**src/rtl/frame_burst_sched.sv**
```systemverilog
// frame_burst_sched: per-frame burst request sequencer for the frame address generator.
// It issues one new_base pulse per frame. Each line then gets line_bursts full-burst
// requests and an optional tail request. Every request is held until it is acknowledged
// and is followed by REQ_GAP low cycles.
// Optional build macro FRAME_SCHED_ABORT_EN adds the abort input and the frame_aborted output.
module frame_burst_sched #(
  parameter int LSIZE   = 16,
  parameter int BSIZE   = 12,
  parameter int TSIZE   = 8,
  parameter int REQ_GAP = 3
) (
  input  logic             clock,
  input  logic             rst,
  input  logic             frame_start,
  input  logic [LSIZE-1:0] vsize,
  input  logic [BSIZE-1:0] line_bursts,
  input  logic [TSIZE-1:0] tail_len,
  output logic             new_base,
  output logic             burst_req,
  input  logic             burst_ack,
  output logic             tail_req,
  input  logic             tail_ack,
  output logic [TSIZE-1:0] tail_beats,
  output logic             busy,
`ifdef FRAME_SCHED_ABORT_EN
  input  logic             abort,
  output logic             frame_aborted,
`endif
  output logic             frame_done
);

  localparam int GW = (REQ_GAP > 1) ? $clog2(REQ_GAP) : 1;
  localparam logic [GW-1:0] GapLast = GW'(REQ_GAP - 1);

  typedef enum logic [2:0] {IDLE, BASE, BURST, TAIL, GAP, DONE} state_t;

  state_t           state_q, state_d;
  logic [BSIZE-1:0] burstCnt_q, burstCnt_d;
  logic [LSIZE-1:0] lineCnt_q, lineCnt_d;
  logic [LSIZE-1:0] lineNext;
  logic             tailDone_q, tailDone_d;
  logic [GW-1:0]    gapCnt_q, gapCnt_d;
  logic [LSIZE-1:0] vsize_q, vsize_d;
  logic [BSIZE-1:0] lineBursts_q, lineBursts_d;
  logic [TSIZE-1:0] tailLen_q, tailLen_d;
  logic             newBase_q, newBase_d;
  logic             burstReq_q, burstReq_d;
  logic             tailReq_q, tailReq_d;
  logic             busy_q, busy_d;
  logic             frameDone_q, frameDone_d;
`ifdef FRAME_SCHED_ABORT_EN
  logic             abortFlag_q, abortFlag_d;
  logic             abortSeen;
  logic             frameAborted_q, frameAborted_d;
`endif

  assign lineNext = lineCnt_q + LSIZE'(1);

  // State register, counters, latched frame parameters and registered outputs
  always_ff @(posedge clock or posedge rst) begin
    if (rst) begin
      state_q      <= IDLE;
      burstCnt_q   <= '0;
      lineCnt_q    <= '0;
      tailDone_q   <= 1'b0;
      gapCnt_q     <= '0;
      vsize_q      <= '0;
      lineBursts_q <= '0;
      tailLen_q    <= '0;
      newBase_q    <= 1'b0;
      burstReq_q   <= 1'b0;
      tailReq_q    <= 1'b0;
      busy_q       <= 1'b0;
      frameDone_q  <= 1'b0;
`ifdef FRAME_SCHED_ABORT_EN
      abortFlag_q    <= 1'b0;
      frameAborted_q <= 1'b0;
`endif
    end else begin
      state_q      <= state_d;
      burstCnt_q   <= burstCnt_d;
      lineCnt_q    <= lineCnt_d;
      tailDone_q   <= tailDone_d;
      gapCnt_q     <= gapCnt_d;
      vsize_q      <= vsize_d;
      lineBursts_q <= lineBursts_d;
      tailLen_q    <= tailLen_d;
      newBase_q    <= newBase_d;
      burstReq_q   <= burstReq_d;
      tailReq_q    <= tailReq_d;
      busy_q       <= busy_d;
      frameDone_q  <= frameDone_d;
`ifdef FRAME_SCHED_ABORT_EN
      abortFlag_q    <= abortFlag_d;
      frameAborted_q <= frameAborted_d;
`endif
    end
  end

  // Next-state logic: frame/line/burst sequencing, gap timing and acknowledge handling
  always_comb begin
    state_d      = state_q;
    burstCnt_d   = burstCnt_q;
    lineCnt_d    = lineCnt_q;
    tailDone_d   = tailDone_q;
    gapCnt_d     = gapCnt_q;
    vsize_d      = vsize_q;
    lineBursts_d = lineBursts_q;
    tailLen_d    = tailLen_q;
    unique case (state_q)
      IDLE: begin
        if (frame_start) begin
          vsize_d      = vsize;
          lineBursts_d = line_bursts;
          tailLen_d    = tail_len;
          burstCnt_d   = '0;
          lineCnt_d    = '0;
          tailDone_d   = 1'b0;
          state_d      = BASE;
        end
      end
      BASE: begin
        if (vsize_q == '0 || (lineBursts_q == '0 && tailLen_q == '0)) state_d = DONE;
        else if (lineBursts_q != '0)                                  state_d = BURST;
        else                                                          state_d = TAIL;
      end
      BURST: begin
        if (burst_ack) begin
          burstCnt_d = burstCnt_q + BSIZE'(1);
          gapCnt_d   = '0;
          state_d    = GAP;
        end
      end
      TAIL: begin
        if (tail_ack) begin
          tailDone_d = 1'b1;
          gapCnt_d   = '0;
          state_d    = GAP;
        end
      end
      GAP: begin
        if (gapCnt_q != GapLast) begin
          gapCnt_d = gapCnt_q + GW'(1);
        end else if (burstCnt_q < lineBursts_q) begin
          state_d = BURST;
        end else if (tailLen_q != '0 && !tailDone_q) begin
          state_d = TAIL;
        end else begin
          lineCnt_d  = lineNext;
          burstCnt_d = '0;
          tailDone_d = 1'b0;
          if (lineNext == vsize_q)       state_d = DONE;
          else if (lineBursts_q == '0)   state_d = TAIL;
          else                           state_d = BURST;
        end
      end
      DONE:    state_d = IDLE;
      default: state_d = IDLE;
    endcase
`ifdef FRAME_SCHED_ABORT_EN
    if (abortSeen) begin
      case (state_q)
        BASE, GAP: state_d = DONE;
        BURST:     if (burst_ack) state_d = DONE;
        TAIL:      if (tail_ack)  state_d = DONE;
        default:   ;
      endcase
    end
`endif
  end

`ifdef FRAME_SCHED_ABORT_EN
  // Abort is remembered from any working state so a held request can finish first
  always_comb begin
    abortSeen   = 1'b0;
    abortFlag_d = 1'b0;
    if (state_q == BASE || state_q == BURST || state_q == TAIL || state_q == GAP) begin
      abortSeen   = abortFlag_q | abort;
      abortFlag_d = abortSeen;
    end
  end
`endif

  // Output decode from the upcoming state so every output leaves a flop
  always_comb begin
    newBase_d   = (state_d == BASE);
    burstReq_d  = (state_d == BURST);
    tailReq_d   = (state_d == TAIL);
    busy_d      = (state_d != IDLE);
    frameDone_d = (state_d == DONE);
`ifdef FRAME_SCHED_ABORT_EN
    frameAborted_d = (state_d == DONE) && abortSeen;
`endif
  end

  assign new_base   = newBase_q;
  assign burst_req  = burstReq_q;
  assign tail_req   = tailReq_q;
  assign tail_beats = tailLen_q;
  assign busy       = busy_q;
  assign frame_done = frameDone_q;
`ifdef FRAME_SCHED_ABORT_EN
  assign frame_aborted = frameAborted_q;
`endif

endmodule

```
**config.mk**
```make
export PLATFORM = sky130hd
export DESIGN_NAME = frame_burst_sched
export DESIGN_NICKNAME = d
export VERILOG_FILES = /design/src/rtl/frame_burst_sched.sv
export SDC_FILE = /design/constraint.sdc
export NUM_CORES = 1
export LEC_CHECK = 0
export CAP_MARGIN = 20
export CORE_ASPECT_RATIO = 1.75
export CORE_UTILIZATION = 25
export CTS_CLUSTER_SIZE = 20
export DETAILED_ROUTE_END_ITERATION = 7
export MAX_ROUTING_LAYER = met4
export PLACE_DENSITY_LB_ADDON = 0.1
export SLEW_MARGIN = 5
export SYNTH_ARGS = -nofsm -noshare
export SYNTH_HDL_FRONTEND = slang
export SYNTH_SLANG_ARGS = --single-unit
export TNS_END_PERCENT = 5
```
**constraint.sdc**
```tcl
create_clock -name clock -period 4.73 [get_ports clock]
set_input_delay 0.946 -clock clock [delete_from_list [all_inputs] [get_ports clock]]
set_output_delay 0.946 -clock clock [all_outputs]
set_load 0.03 [all_outputs]
```
# Word level (Yosys, flattened, before mapping)
# Cells that the tools add are included.
totals:
  in_bits: 41
  output_inout_bits: 13
  elab_cells: 86
  register_bits: 75
op_classes:
  order_cmp: 1
  n_mux: 32
  n_reduce_logical: 20
  n_eq_ne: 17
  n_addsub: 3
ops:
  columns: ["operator", "count"]
  rows:
  - ["$mux 16", 4]
  - ["$mux 12", 5]
  - ["$pmux 12 s3", 1]
  - ["$pmux 16 s2", 1]
  - ["$mux 3", 8]
  - ["$add 16x1->16 const B", 1]
  - ["$eq 16x16->1", 1]
  - ["$logic_not 16->1", 1]
  - ["$ne 2x2->1 const B", 8]
  - ["$pmux 3 s5", 1]
  - ["$add 12x1->12 const B", 1]
  - ["$eq 3x2->1 const B", 4]
  - ["$logic_not 12->1", 1]
  - ["$lt 12x12->1", 1]
  - ["$reduce_and 6->1", 2]
  - ["$reduce_bool 12->1", 1]
  - ["$reduce_bool 3->1", 4]
  - ["$logic_not 8->1", 1]
  - ["$reduce_bool 8->1", 1]
  - ["$mux 1", 7]
  - ["$eq 3x1->1 const B", 2]
  - ["$eq 3x3->1 const B", 2]
  - ["$mux 2", 3]
  - ["$pmux 2 s3", 1]
  - ["10 further kinds", 11]

# Depth between registers and ports, before layout
# Gate-level depths: netlist of run 1.
logic_depth:
  word_depth: 8
  ltp_mapped: 10
  ltp_nobuf: 10

# Least setup slack after synthesis of run 1
# Ideal clock, no wire load.
synth_timing:
  path_type: "register to register"
  start: "register lineCnt_q[0]"
  end: "register burstReq_q, in the netlist burst_req"
  t_required_ps: 4619
  synth_period_minus_slack_ps: 2575
  arrival_time_ps: 2464
  path_stages_with_launch: 11
  setup_slack_ps: 2155
  n_path_buf: 1
  setup_ps: 111
  path_cell_list: "dfrtp_1 > ha_1 > and2_1 > clkbuf_1 > and4_1 > a2111o_1 > and4_1 > and4_4 > o21ai_2 > inv_1 > a2111oi_2"
synth_between:
  elab_chain_cells: 8
synth_lines:
  columns: ["item", "line", "rtl"]
  rows:
  - ["start: declaration", "39", "logic [LSIZE-1:0] lineCnt_q, lineCnt_d;"]
  - ["start signal: assignment", "82", "lineCnt_q <= lineCnt_d;"]
  - ["$add 16x1->16", "57", "assign lineNext = lineCnt_q + LSIZE'(1);"]
  - ["$eq 16x16->1", "152", "if (lineNext == vsize_q) state_d = DONE;"]
  - ["$mux 3", "152", null]
  - ["$mux 3", "146", "end else if (tailLen_q != '0 && !tailDone_q) begin"]
  - ["$mux 3", "144", "end else if (burstCnt_q < lineBursts_q) begin"]
  - ["$mux 3", "142", "if (gapCnt_q != GapLast) begin"]
  - ["$pmux 3 s5", "110", "unique case (state_q)"]
  - ["named net state_d[0]", "37", "state_t state_q, state_d;"]
  - ["$eq 3x2->1", "187", "burstReq_d = (state_d == BURST);"]
  - ["named net burstReq_d", "47", "logic burstReq_q, burstReq_d;"]
  - ["end signal: assignment", "89", "burstReq_q <= burstReq_d;"]
  - ["end: declaration", "47", null]
# The timed path passes the listed nets, and every way through them passes these cells.
# A chain may end at the register's enable or synchronous reset.

# Worst setup path after layout of run 1
layout_timing:
  start: "register state_q[0]"
  end: "register lineCnt_q[10]"
layout_between:
  elab_chain_cells: 3
  word_cells_on_any_way: 9
  cone_classes: "5 x eq/ne; 1 x mux; 3 x reduce/logical"
layout_lines:
  columns: ["item", "line", "rtl"]
  rows:
  - ["start: declaration", "37", null]
  - ["start signal: assignment", "80", "state_q <= state_d;"]
  - ["$eq 3x3->1 or $logic_not 3->1 (tied branches)", "110", null]
  - ["$ne 2x2->1 (no line) or $reduce_bool 2->1 (tied branches)", null, null]
  - ["$reduce_and 5->1 (no line)", null, null]
# Parallel ways exist; a longest one is shown, timed or not.

==> metrics.cfg, run 1 <==
[global_routing]
grt_max_degree = 52
grt_pass1_vias = 3812
grt_use_total_pct = 16.9
antenna_found_initial = 0
grt_pass1_wl_um = 21700
overflow = 0

[synth]
synth-seq-cells = 75
yosysUniqueCellTypes = 58
synth_warnings = 0
synth_top_area_share_pct = 42.1
avgSynthCellArea_um2 = 9.72
yosys.area.top_type = dfrtp_1
syn-instance-count = 459
syn_nets = 514
syn_area_um2 = 4460
synthFlopType = dfrtp_1
synth_top_family_by_area = simple AND/OR/NAND/NOR gates
synthTopCellsByCount = dfrtp_1 (75), o21ai_0 (39), nand2_1 (36), nor2_1 (30), mux2_2 (26)
synth_compound_area_share_pct = 17.7
synth_mux_area_share_pct = 7.01
yosys-top-cells-area = dfrtp_1 (42%), mux2_2 (6.6%), o21ai_0 (4.4%), ha_1 (3.9%), nand2_1 (3.0%)
ys_seq_area_share_pct = 42.1
synth_edf_count = 0
yosys.area_share.simple_pct = 19.6
synthAdderAreaFrac_pct = 3.93
yosysMostFrequentCell = dfrtp_1
synthArstFlopShare_pct = 100
synthXorXnorAreaFrac_pct = 4.32

[clock_tree]
post_cts_buffers = 0
post_cts_resize_count = 0
cts_buffers = 9
clkTransAtPathRegs_ps = 60
cts-root-buf = clkbuf_16
cts_sinks = 75
ctsHtreeMaxLevel = 3
worst_skew_pair.late_latency_ps = 340
hold_buffers = 0
cts_tree = built
clock_path_buffers = 2

[route]
met2_length_um = 8140
top_layer_used = met4
vias = 3721
finalWirelength_um = 14000
routed_via_density = 5.03
met1_length_um = 4990
wl_met3_um = 272
drt_iter0_markers = 176
routedWlPerCell_um = 19.0
drc = 0
drtPass1Iterations = 4
ant_nets = 0

[place]
globalplace.congestion = 0.855
hpwlAfterDp_um = 11000
portBuffers = 53

[die]
fp.dieArea_um2 = 18400
die_h_um = 179
die_w_um = 103
start_util_pct = 25.6
core-area_um2 = 17500
row_count = 64
ios = 54

[worst_setup_path]
crit_family = simple AND/OR/NAND/NOR gates
cp_slowest_cell = a2111o_1
crit_required_ps = 5010
path_cells = or2_2, nor2_1, nand2_1, a2111o_1, or4_1, nand2_1
critical_path.max_stage_delay_ps = 690
crit_type = reg -> reg
cp.arrival_ps = 3500
crit_fanout = 14
cp-start-kind = flop
path_buf_inv = 0
crit_top_cell = nand2_1
end_kind = flop

[cells_and_area]
final_nets = 559
drive_gt1_share_pct = 12.8
fillers = 1914
area_delta_synth_final_pct = 22.6
utilization_pct = 31.3
n_antenna_cell = 0

[timing]
tightest_slew_ps = 958
fin_crit_ps = 3210
maxSlewHeadroom_pct = 36.2
rsz0062_at_grt = false
setup_viol = 0
fmax_ghz = 0.311
slew_viol_final = 0
finClkSkew_ps = 9.13
period_share_pct = 67.9
finalHoldViolCount = 0
setup-tns-final_ps = 0

[job]
maxCapViolCount = 0

[run_status]
status = completed

[worst_hold_path]
worst_hold_path_type = reg -> reg

[power_and_ir_drop]
vdd_ir_drop_max_mv = 0.160
total_power_w = 0.00289
power_density_nw_per_um2 = 529
leakagePower_nw = 2.14

## routing by layer
| layer | vias up | global-route usage, % |
|---|---|---|
| li1 | 1786 | - |
| met2 | 71 | 31.8 |
| met3 | 28 | 2.11 |
| met4 | 0 | 9.51 |
| met1 | 1836 | 16.1 |
| met5 | - | - |
## cell type report
class	count	area, µm²	share of cell area [%]
Multi-Input combinational cell	338	2350	42.9
Sequential cell	75	1880	34.3
Timing Repair Buffer	56	553	10.1
Tap cell	231	289	5.28
Clock buffer	11	253	4.62
Inverter	24	91.3	1.67
Clock inverter	5	60.1	1.10
## flip-flops by register name, summed over array words and instances, names as in the netlist, 2 cells and up
signal,flops
tail_beats,8
burstCnt_q,12
lineBursts_q,12
lineCnt_q,16
gapCnt_q,2
state_q,3
vsize_q,16
## stage by stage
step,instances,hold slack [ps],worst slack (ps),cell area [µm²]
5_1_grt,740,530,1190,5470
3_3_place_gp,723,466,1310,5150
3_5_place_dp,724,483,1480,5160
6_report,740,493,1520,5470
2_1_floorplan,459,453,1870,4460
4_1_cts,740,497,1540,5470
## where the power goes
part	leakage, nW	switching [W]	internal [W]
Combinational	1.03	0.000619	0.000481
Sequential	0.963	0.000217	0.000845
Clock	0.152	0.000290	0.000440
## final timing paths
| path | cells after the start | slack [ps] | end | from |
|---|---|---|---|---|
| max | 6 | 1520 | lineCnt_q[10]$_DFFE_PP0P_ | state_q[0]$_DFF_PP0_ |
| min | 2 | 490 | gapCnt_q[1]$_DFFE_PP0P_ | gapCnt_q[1]$_DFFE_PP0P_ |
| max reg2reg | 6 | 1520 | lineCnt_q[10]$_DFFE_PP0P_ | state_q[0]$_DFF_PP0_ |
| min reg2reg | 2 | 490 | gapCnt_q[1]$_DFFE_PP0P_ | gapCnt_q[1]$_DFFE_PP0P_ |
| max in group asynchronous | 3 | 2780 | vsize_q[8]$_DFFE_PP0P_ | rst |
| min in group asynchronous | 2 | 1090 | lineBursts_q[10]$_DFFE_PP0P_ | rst |
## tightest hold or removal path, delay by kind of cell (launching register included)
family	cells	cell delay (ps)
AOI/OAI and AO/OA	1	60
DFF	1	350
and+or+nand+nor	1	50
## cells in the final DEF (no fill, tap or decap), drive strengths merged, types with 11 or more instances in the layout
cell           instances
clkbuf                11
xnor2                 14
inv                   24
mux2                  26
o21ai                 41
nand3                 17
nor4                  14
nand2                 37
nor2                  30
dfrtp                 75
a21oi                 14
clkdlybuf4s50         53
o31ai                 15
ha                    14
## logic make-up (layout without fill, tap and decap cells)
group	after synthesis	in the layout
XOR/XNOR	22	22
AND/OR/NAND/NOR	157	157
multiplexers	28	28
AO/OA/AOI/OAI	117	117
adder cells (fa/ha/maj)	14	14
buffers and inverters	46	96
flip-flops	75	75
No activity file was read; power rests on OpenSTA's default activity.
==> inputs of run 2 (changes only) <==
==> constraint.sdc (replaced) <==
create_clock -name clock -period 3 [get_ports clock]
set_input_delay 0.6 -clock clock [delete_from_list [all_inputs] [get_ports clock]]
set_output_delay 0.6 -clock clock [all_outputs]
set_load 0.03 [all_outputs]
==> run 2 against run 1 <==
First-iteration DRC count down 29%. Sequential cell count unchanged. Critical path depth up 3. Fmax up 11%. Clock power up 52%. Worst setup slack worse by 1400 ps. Critical endpoint is now burstCnt_q[10]$_DFFE_PP0P_. Clock skew about the same. Non-clock buffer count up 21. Sequential share of layout area down 1.1 points.
==> metrics.cfg, run 2 (synthesized netlist as in run 1, its figures left out) <==
[timing]
maxSlewHeadroom_pct = 49.9  ; was 36.2%
fmax_ghz = 0.345  ; was 0.311 GHz
setup_viol = 0  ; unchanged
period_share_pct = 96.7  ; was 67.9%
fin_crit_ps = 2900  ; was 3210 ps
finClkSkew_ps = 9.37  ; was 9.13 ps
slew_viol_final = 0  ; unchanged
rsz0062_at_grt = true  ; was false
finalHoldViolCount = 0  ; unchanged
fin_hold_ws_ps = 508  ; was 493 ps
tightest_slew_ps = 750  ; was 958 ps
setup-tns-final_ps = 0  ; unchanged

[cells_and_area]
drive_gt1_share_pct = 16.4  ; was 12.8%
reg_top3 = lineCnt_q x16, vsize_q x16  ; unchanged
area_delta_synth_final_pct = 26.6  ; was 22.6%
final_nets = 580  ; was 559
layout_common_cells = dfrtp_1 (75), clkdlybuf4s50_1 (53), o21ai_0 (39)  ; unchanged
n_antenna_cell = 0  ; unchanged
final_common_cell = dfrtp_1  ; unchanged

[worst_setup_path]
r2r_slack_ps = 100  ; was 1520 ps
r2r.worst_path.cells = 9  ; was 6
cp.arrival_ps = 3150  ; was 3500 ps
path_depth = 9  ; was 6
crit_required_ps = 3250  ; was 5010 ps
cp-endpoint = burstCnt_q[10]$_DFFE_PP0P_  ; was lineCnt_q[10]$_DFFE_PP0P_
crit_fanout = 8  ; was 14
crit_family = compound AO/OA/AOI/OAI gates  ; was simple AND/OR/NAND/NOR gates
cp-start-kind = flop  ; unchanged
r2r-start = burstCnt_q[2]$_DFFE_PP0P_  ; was state_q[0]$_DFF_PP0_
cp_slowest_cell = a2111oi_4  ; was a2111o_1
crit_type = reg -> reg  ; unchanged
r2r_end = burstCnt_q[10]$_DFFE_PP0P_  ; was lineCnt_q[10]$_DFFE_PP0P_
end_kind = flop  ; unchanged
critical_path.max_stage_delay_ps = 510  ; was 690 ps
worstSetupStartpoint = burstCnt_q[2]$_DFFE_PP0P_  ; was state_q[0]$_DFF_PP0_
path_buf_inv = 1  ; was 0
path_cells = ha_1, nand2_1, o21ai_0, a211oi_1, buf_4, a2111oi_4, o2111ai_1, or3_1, a21oi_1  ; was or2_2, nor2_1, nand2_1, a2111o_1, or4_1, nand2_1

[clock_tree]
cts_buffers = 9  ; unchanged
worst_skew_pair.late_latency_ps = 330  ; was 340 ps
clkTransAtPathRegs_ps = 60  ; about the same
cts_sinks = 75  ; unchanged
cts_tree = built  ; unchanged
cts-root-buf = clkbuf_16  ; unchanged
clock_path_buffers = 2  ; unchanged
post_cts_buffers = 0  ; unchanged
ctsHtreeMaxLevel = 3  ; unchanged

[die]
core-area_um2 = 17500  ; unchanged
fp.dieArea_um2 = 18400  ; unchanged
die_w_um = 103  ; unchanged
row_count = 64  ; unchanged
start_util_pct = 25.6  ; unchanged
ios = 54  ; unchanged
die_h_um = 179  ; unchanged

[route]
vias = 3848  ; was 3721
routedWlPerCell_um = 18.9  ; was 19.0 µm
drtPass1Iterations = 4  ; unchanged
ant_nets = 0  ; unchanged
met1_length_um = 5040  ; was 4990 µm
top_layer_used = met4  ; unchanged
met2_length_um = 8160  ; was 8140 µm
drc = 0  ; unchanged
drt_iter0_markers = 125  ; was 176
finalWirelength_um = 14400  ; was 14000 µm
wl_met3_um = 308  ; was 272 µm
routed_via_density = 5.06  ; was 5.03

[power_and_ir_drop]
p_seq_share_pct = 35.6  ; was 36.7%
clockPowerShare_pct = 23.7  ; was 25.2%
combPwrFrac_pct = 40.7  ; was 38.0%
power_density_nw_per_um2 = 827  ; was 529 nW/µm²
p_sw_share_pct = 39.5  ; was 38.9%
vdd_ir_drop_max_mv = 0.295  ; was 0.160 mV
leakagePower_nw = 2.25  ; was 2.14 nW
p_switching_w = 0.00185  ; was 0.00113 W
power.internal_w = 0.00283  ; was 0.00177 W

[place]
hpwlAfterDp_um = 11500  ; was 11000 µm
portBuffers = 53  ; unchanged
globalplace.congestion = 0.905  ; was 0.855

[global_routing]
overflow = 0  ; unchanged
grt_pass1_vias = 3936  ; was 3812
grt_pass1_wl_um = 21900  ; was 21700 µm
grt_use_total_pct = 16.9  ; about the same
antenna_found_initial = 0  ; unchanged
grt_max_degree = 49  ; was 52

[run_status]
status = completed  ; unchanged

[job]
maxCapViolCount = 0  ; unchanged

[worst_hold_path]
worst_hold_path_type = reg -> reg  ; unchanged

[run 2: timing repair]
action	in CTS	in global routing
hold buffers	0	0
gates resized for setup	0	2
endpoints found under the setup margin	0	5
[run 2: how the worst min path moves through the flow]
stage                                    from                   endpoint  slack (ps)  cells after the start
detailed placement  lineCnt_q[15]$_DFFE_PP0P_  lineCnt_q[15]$_DFFE_PP0P_         500                      1
floorplan             gapCnt_q[1]$_DFFE_PP0P_    gapCnt_q[1]$_DFFE_PP0P_         450                      2
global placement      gapCnt_q[1]$_DFFE_PP0P_    gapCnt_q[1]$_DFFE_PP0P_         470                      2
finish              lineCnt_q[15]$_DFFE_PP0P_  lineCnt_q[15]$_DFFE_PP0P_         510                      1
CTS                 lineCnt_q[15]$_DFFE_PP0P_  lineCnt_q[15]$_DFFE_PP0P_         520                      1
global route        lineCnt_q[15]$_DFFE_PP0P_  lineCnt_q[15]$_DFFE_PP0P_         530                      1
[run 2: cell type report]
cell class | instances | area (µm²)
well taps | 231 | 289
fillers | 1891 | 11800
multi-input cells | 338 | 2350
repair buffers | 77 | 736
inverters | 24 | 91.3
clock buffers | 10 | 239
flip-flops and latches | 75 | 1880
clock inverters | 5 | 60.1
[run 2: stage by stage]
stage,util [%],power (W),cell area [µm²],cells,setup WS (ps)
after global routing,32.3,0.00496,5650,760,-87.0
after floorplan,-,0.00283,4460,459,425
final,32.3,0.00467,5650,760,97.7
after global placement,30.6,0.00359,5340,745,152
after CTS,32.3,0.00475,5640,760,80.8
after detailed placement,30.6,0.00361,5340,745,95.5
[run 2: metal layers]
layer	vias to the layer above	global-route usage (%)
met3	36	2.11
met1	1894	16.1
met2	96	31.6
met5	-	-
met4	0	10.3
li1	1822	-
[run 2: power groups by stage]
stage          logic, W  clock network [W]  registers, W
3_3_place_gp    0.00192                  0       0.00168
5_1_grt         0.00207            0.00119       0.00170
4_1_cts         0.00193            0.00115       0.00167
2_1_floorplan   0.00113                  0       0.00170
3_5_place_dp    0.00193                  0       0.00168
6_report        0.00190            0.00111       0.00166
==> inputs of run 3 (changes only) <==
--- a/config.mk
+++ b/config.mk
@@ -6,12 +6,15 @@
 export NUM_CORES = 1
 export LEC_CHECK = 0
 export CAP_MARGIN = 20
+export CELL_PAD_IN_SITES_DETAIL_PLACEMENT = 1
+export CELL_PAD_IN_SITES_GLOBAL_PLACEMENT = 1
 export CORE_ASPECT_RATIO = 1.75
 export CORE_UTILIZATION = 25
 export CTS_CLUSTER_SIZE = 20
 export DETAILED_ROUTE_END_ITERATION = 7
 export MAX_ROUTING_LAYER = met4
 export PLACE_DENSITY_LB_ADDON = 0.1
+export RECOVER_POWER = 25
 export SLEW_MARGIN = 5
 export SYNTH_ARGS = -nofsm -noshare
 export SYNTH_HDL_FRONTEND = slang
==> run 3 against run 2 <==
Via count increased by 0.34%. Sequential power about the same. Register-to-register slack improved by 40 ps. Count of clock-buffer cells in the layout decreased by 1. Clock skew decreased by 0.80 ps. Die area unchanged. Critical path type unchanged. Critical path depth unchanged. Global-route usage increased by 1.4 points. Final cell count increased by 0.26%. Fmax increased by 1.6%. Routed wire length increased by 5.9%. Design area increased by 0.11%. Largest cell class unchanged.
==> metrics.cfg, run 3 (synthesized netlist as in run 1, its figures left out) <==
[global_routing]
overflow = 0  ; unchanged
grt_pass1_wl_um = 23400  ; was 21900 µm
grt_pass1_vias = 4210  ; was 3936
top_usage_layer = met2  ; unchanged
grt_use_met1_pct = 16.5  ; was 16.1%
grt_max_degree = 56  ; was 49
gr-usage-met3_pct = 2.96  ; was 2.11%
use_met2_pct = 35.2  ; was 31.6%
grt_use_total_pct = 18.3  ; was 16.9%
antenna_found_initial = 0  ; unchanged

[route]
drc = 0  ; unchanged
ant_nets = 0  ; unchanged
routed_via_density = 5.07  ; was 5.06
vias = 3861  ; was 3848
routedWlPerCell_um = 20.0  ; was 18.9 µm
drt_iter0_markers = 118  ; was 125
finalWirelength_um = 15200  ; was 14400 µm
drtPass1Iterations = 4  ; unchanged

[timing]
tightest_slew_ps = 1100  ; was 750 ps
fmax_ghz = 0.350  ; was 0.345 GHz
finalHoldViolCount = 0  ; unchanged
setup_viol = 0  ; unchanged
slew_viol_final = 0  ; unchanged
setup-tns-final_ps = 0  ; unchanged
finClkSkew_ps = 8.57  ; was 9.37 ps
fin_crit_ps = 2860  ; was 2900 ps
rsz0062_at_grt = false  ; was true
maxSlewHeadroom_pct = 26.0  ; was 49.9%
period_share_pct = 95.3  ; was 96.7%

[worst_hold_path]
hold_start = lineCnt_q[15]$_DFFE_PP0P_  ; unchanged
worst_hold_path_type = reg -> reg  ; unchanged
holdPathStages = 1  ; unchanged
whs_endpoint = lineCnt_q[15]$_DFFE_PP0P_  ; unchanged

[power_and_ir_drop]
p_sw_share_pct = 39.3  ; was 39.5%
power_density_nw_per_um2 = 843  ; was 827 nW/µm²
total_power_w = 0.00477  ; was 0.00467 W
combPwrFrac_pct = 39.7  ; was 40.7%
vdd_ir_drop_max_mv = 0.272  ; was 0.295 mV
power.internal_w = 0.00289  ; was 0.00283 W
clockPowerShare_pct = 25.0  ; was 23.7%
leakagePower_nw = 2.25  ; about the same
p_seq_share_pct = 35.3  ; was 35.6%
p_switching_w = 0.00188  ; was 0.00185 W

[clock_tree]
cts_buffers = 9  ; unchanged
cts-root-buf = clkbuf_16  ; unchanged
post_cts_buffers = 0  ; unchanged
cts_sinks = 75  ; unchanged
ctsHtreeMaxLevel = 3  ; unchanged
clock_path_buffers = 2  ; unchanged
hold_buffers = 0  ; unchanged
worst_skew_pair.late_latency_ps = 340  ; was 330 ps
clkTransAtPathRegs_ps = 60  ; about the same
cts_tree = built  ; unchanged

[worst_setup_path]
cp.arrival_ps = 3070  ; was 3150 ps
crit_fanout = 7  ; was 8
crit_required_ps = 3210  ; was 3250 ps
cp-start-kind = flop  ; unchanged
end_kind = flop  ; unchanged
r2r_slack_ps = 140  ; was 100 ps
crit_type = reg -> reg  ; unchanged
r2r.worst_path.cells = 9  ; unchanged
r2r_end = burst_req$_DFF_PP0_  ; was burstCnt_q[10]$_DFFE_PP0P_
r2r-start = lineCnt_q[1]$_DFFE_PP0P_  ; was burstCnt_q[2]$_DFFE_PP0P_

[run_status]
status = completed  ; unchanged

[die]
row_count = 64  ; unchanged
core-area_um2 = 17500  ; unchanged
die_w_um = 103  ; unchanged
ios = 54  ; unchanged
start_util_pct = 25.6  ; unchanged
die_h_um = 179  ; unchanged
fp.dieArea_um2 = 18400  ; unchanged

[place]
hpwlAfterDp_um = 12300  ; was 11500 µm
globalplace.congestion = 0.851  ; was 0.905
portBuffers = 53  ; unchanged

[cells_and_area]
layout_common_cells = dfrtp_1 (74), clkdlybuf4s50_1 (52), o21ai_0 (37)  ; was dfrtp_1 (75), clkdlybuf4s50_1 (53), o21ai_0 (39)
n_antenna_cell = 0  ; unchanged
area_delta_synth_final_pct = 26.7  ; was 26.6%
drive_gt1_share_pct = 16.9  ; was 16.4%
final_nets = 581  ; was 580
reg_top3 = lineCnt_q x16, vsize_q x16  ; unchanged
final_common_cell = dfrtp_1  ; unchanged

[job]
maxCapViolCount = 0  ; unchanged

run 3: cell type report:
type | count | area [µm²]
timing repair buffer | 78 | 718
fill | 2048 | 11800
clock inverter | 7 | 98.8
inverter | 24 | 91.3
tap | 231 | 289
clock buffer | 9 | 225
sequential | 75 | 1880
multi-input combinational | 338 | 2350
run 3: timing repair:
item / in CTS / in global routing
gates resized for setup: 2 / 3
endpoints found under the setup margin: 1 / 9
pin swaps: 0 / 1
run 3: worst max-delay path: stages (launching register included):
cell and delay, ps:
dfrtp_1 420, ha_2 280, nand4_1 230, or3_2 510, a21oi_2 220, nor4_1 120
and4_4 230, o21ai_2 230, inv_1 110, a2111oi_2 370
run 3: worst max path at each step:
stage,startpoint,to,slack [ps],depth (start not counted)
after floorplan,lineCnt_q[0]$_DFFE_PP0P_,burst_req$_DFF_PP0_,430,10
after global placement,lineCnt_q[0]$_DFFE_PP0P_,burst_req$_DFF_PP0_,-90,9
after detailed placement,lineCnt_q[0]$_DFFE_PP0P_,burst_req$_DFF_PP0_,-110,9
after CTS,lineCnt_q[0]$_DFFE_PP0P_,burst_req$_DFF_PP0_,40,9
after global routing,lineCnt_q[0]$_DFFE_PP0P_,burst_req$_DFF_PP0_,5,9
final,lineCnt_q[1]$_DFFE_PP0P_,burst_req$_DFF_PP0_,140,9
run 3: power groups by stage:
stage | clock (W) | sequential (W) | combinational [W]
2_1_floorplan | 0 | 0.00170 | 0.00113
3_3_place_gp | 0 | 0.00171 | 0.00187
3_5_place_dp | 0 | 0.00172 | 0.00192
4_1_cts | 0.00125 | 0.00170 | 0.00193
5_1_grt | 0.00126 | 0.00173 | 0.00207
6_report | 0.00119 | 0.00168 | 0.00189
run 3: per-layer routing:
metal | share of wire, % | up-vias | wire [µm]
li1 | - | 1827 | -
met1 | 33 | 1942 | 5090
met2 | 60 | 55 | 9180
met3 | 1.9 | 37 | 283
met4 | 4.3 | 0 | 654
met5 | 0 | - | 0
run 3: metrics by stage:
stage	util, %	setup WS (ps)	area (µm²)	std cells	hold WS (ps)
CTS	32.4	43.1	5660	762	514
global route	32.4	5.15	5650	762	534
finish	32.4	142	5650	762	508
global placement	30.6	-85.6	5330	746	473
detailed placement	30.6	-115	5330	746	500
floorplan	-	425	4460	459	453
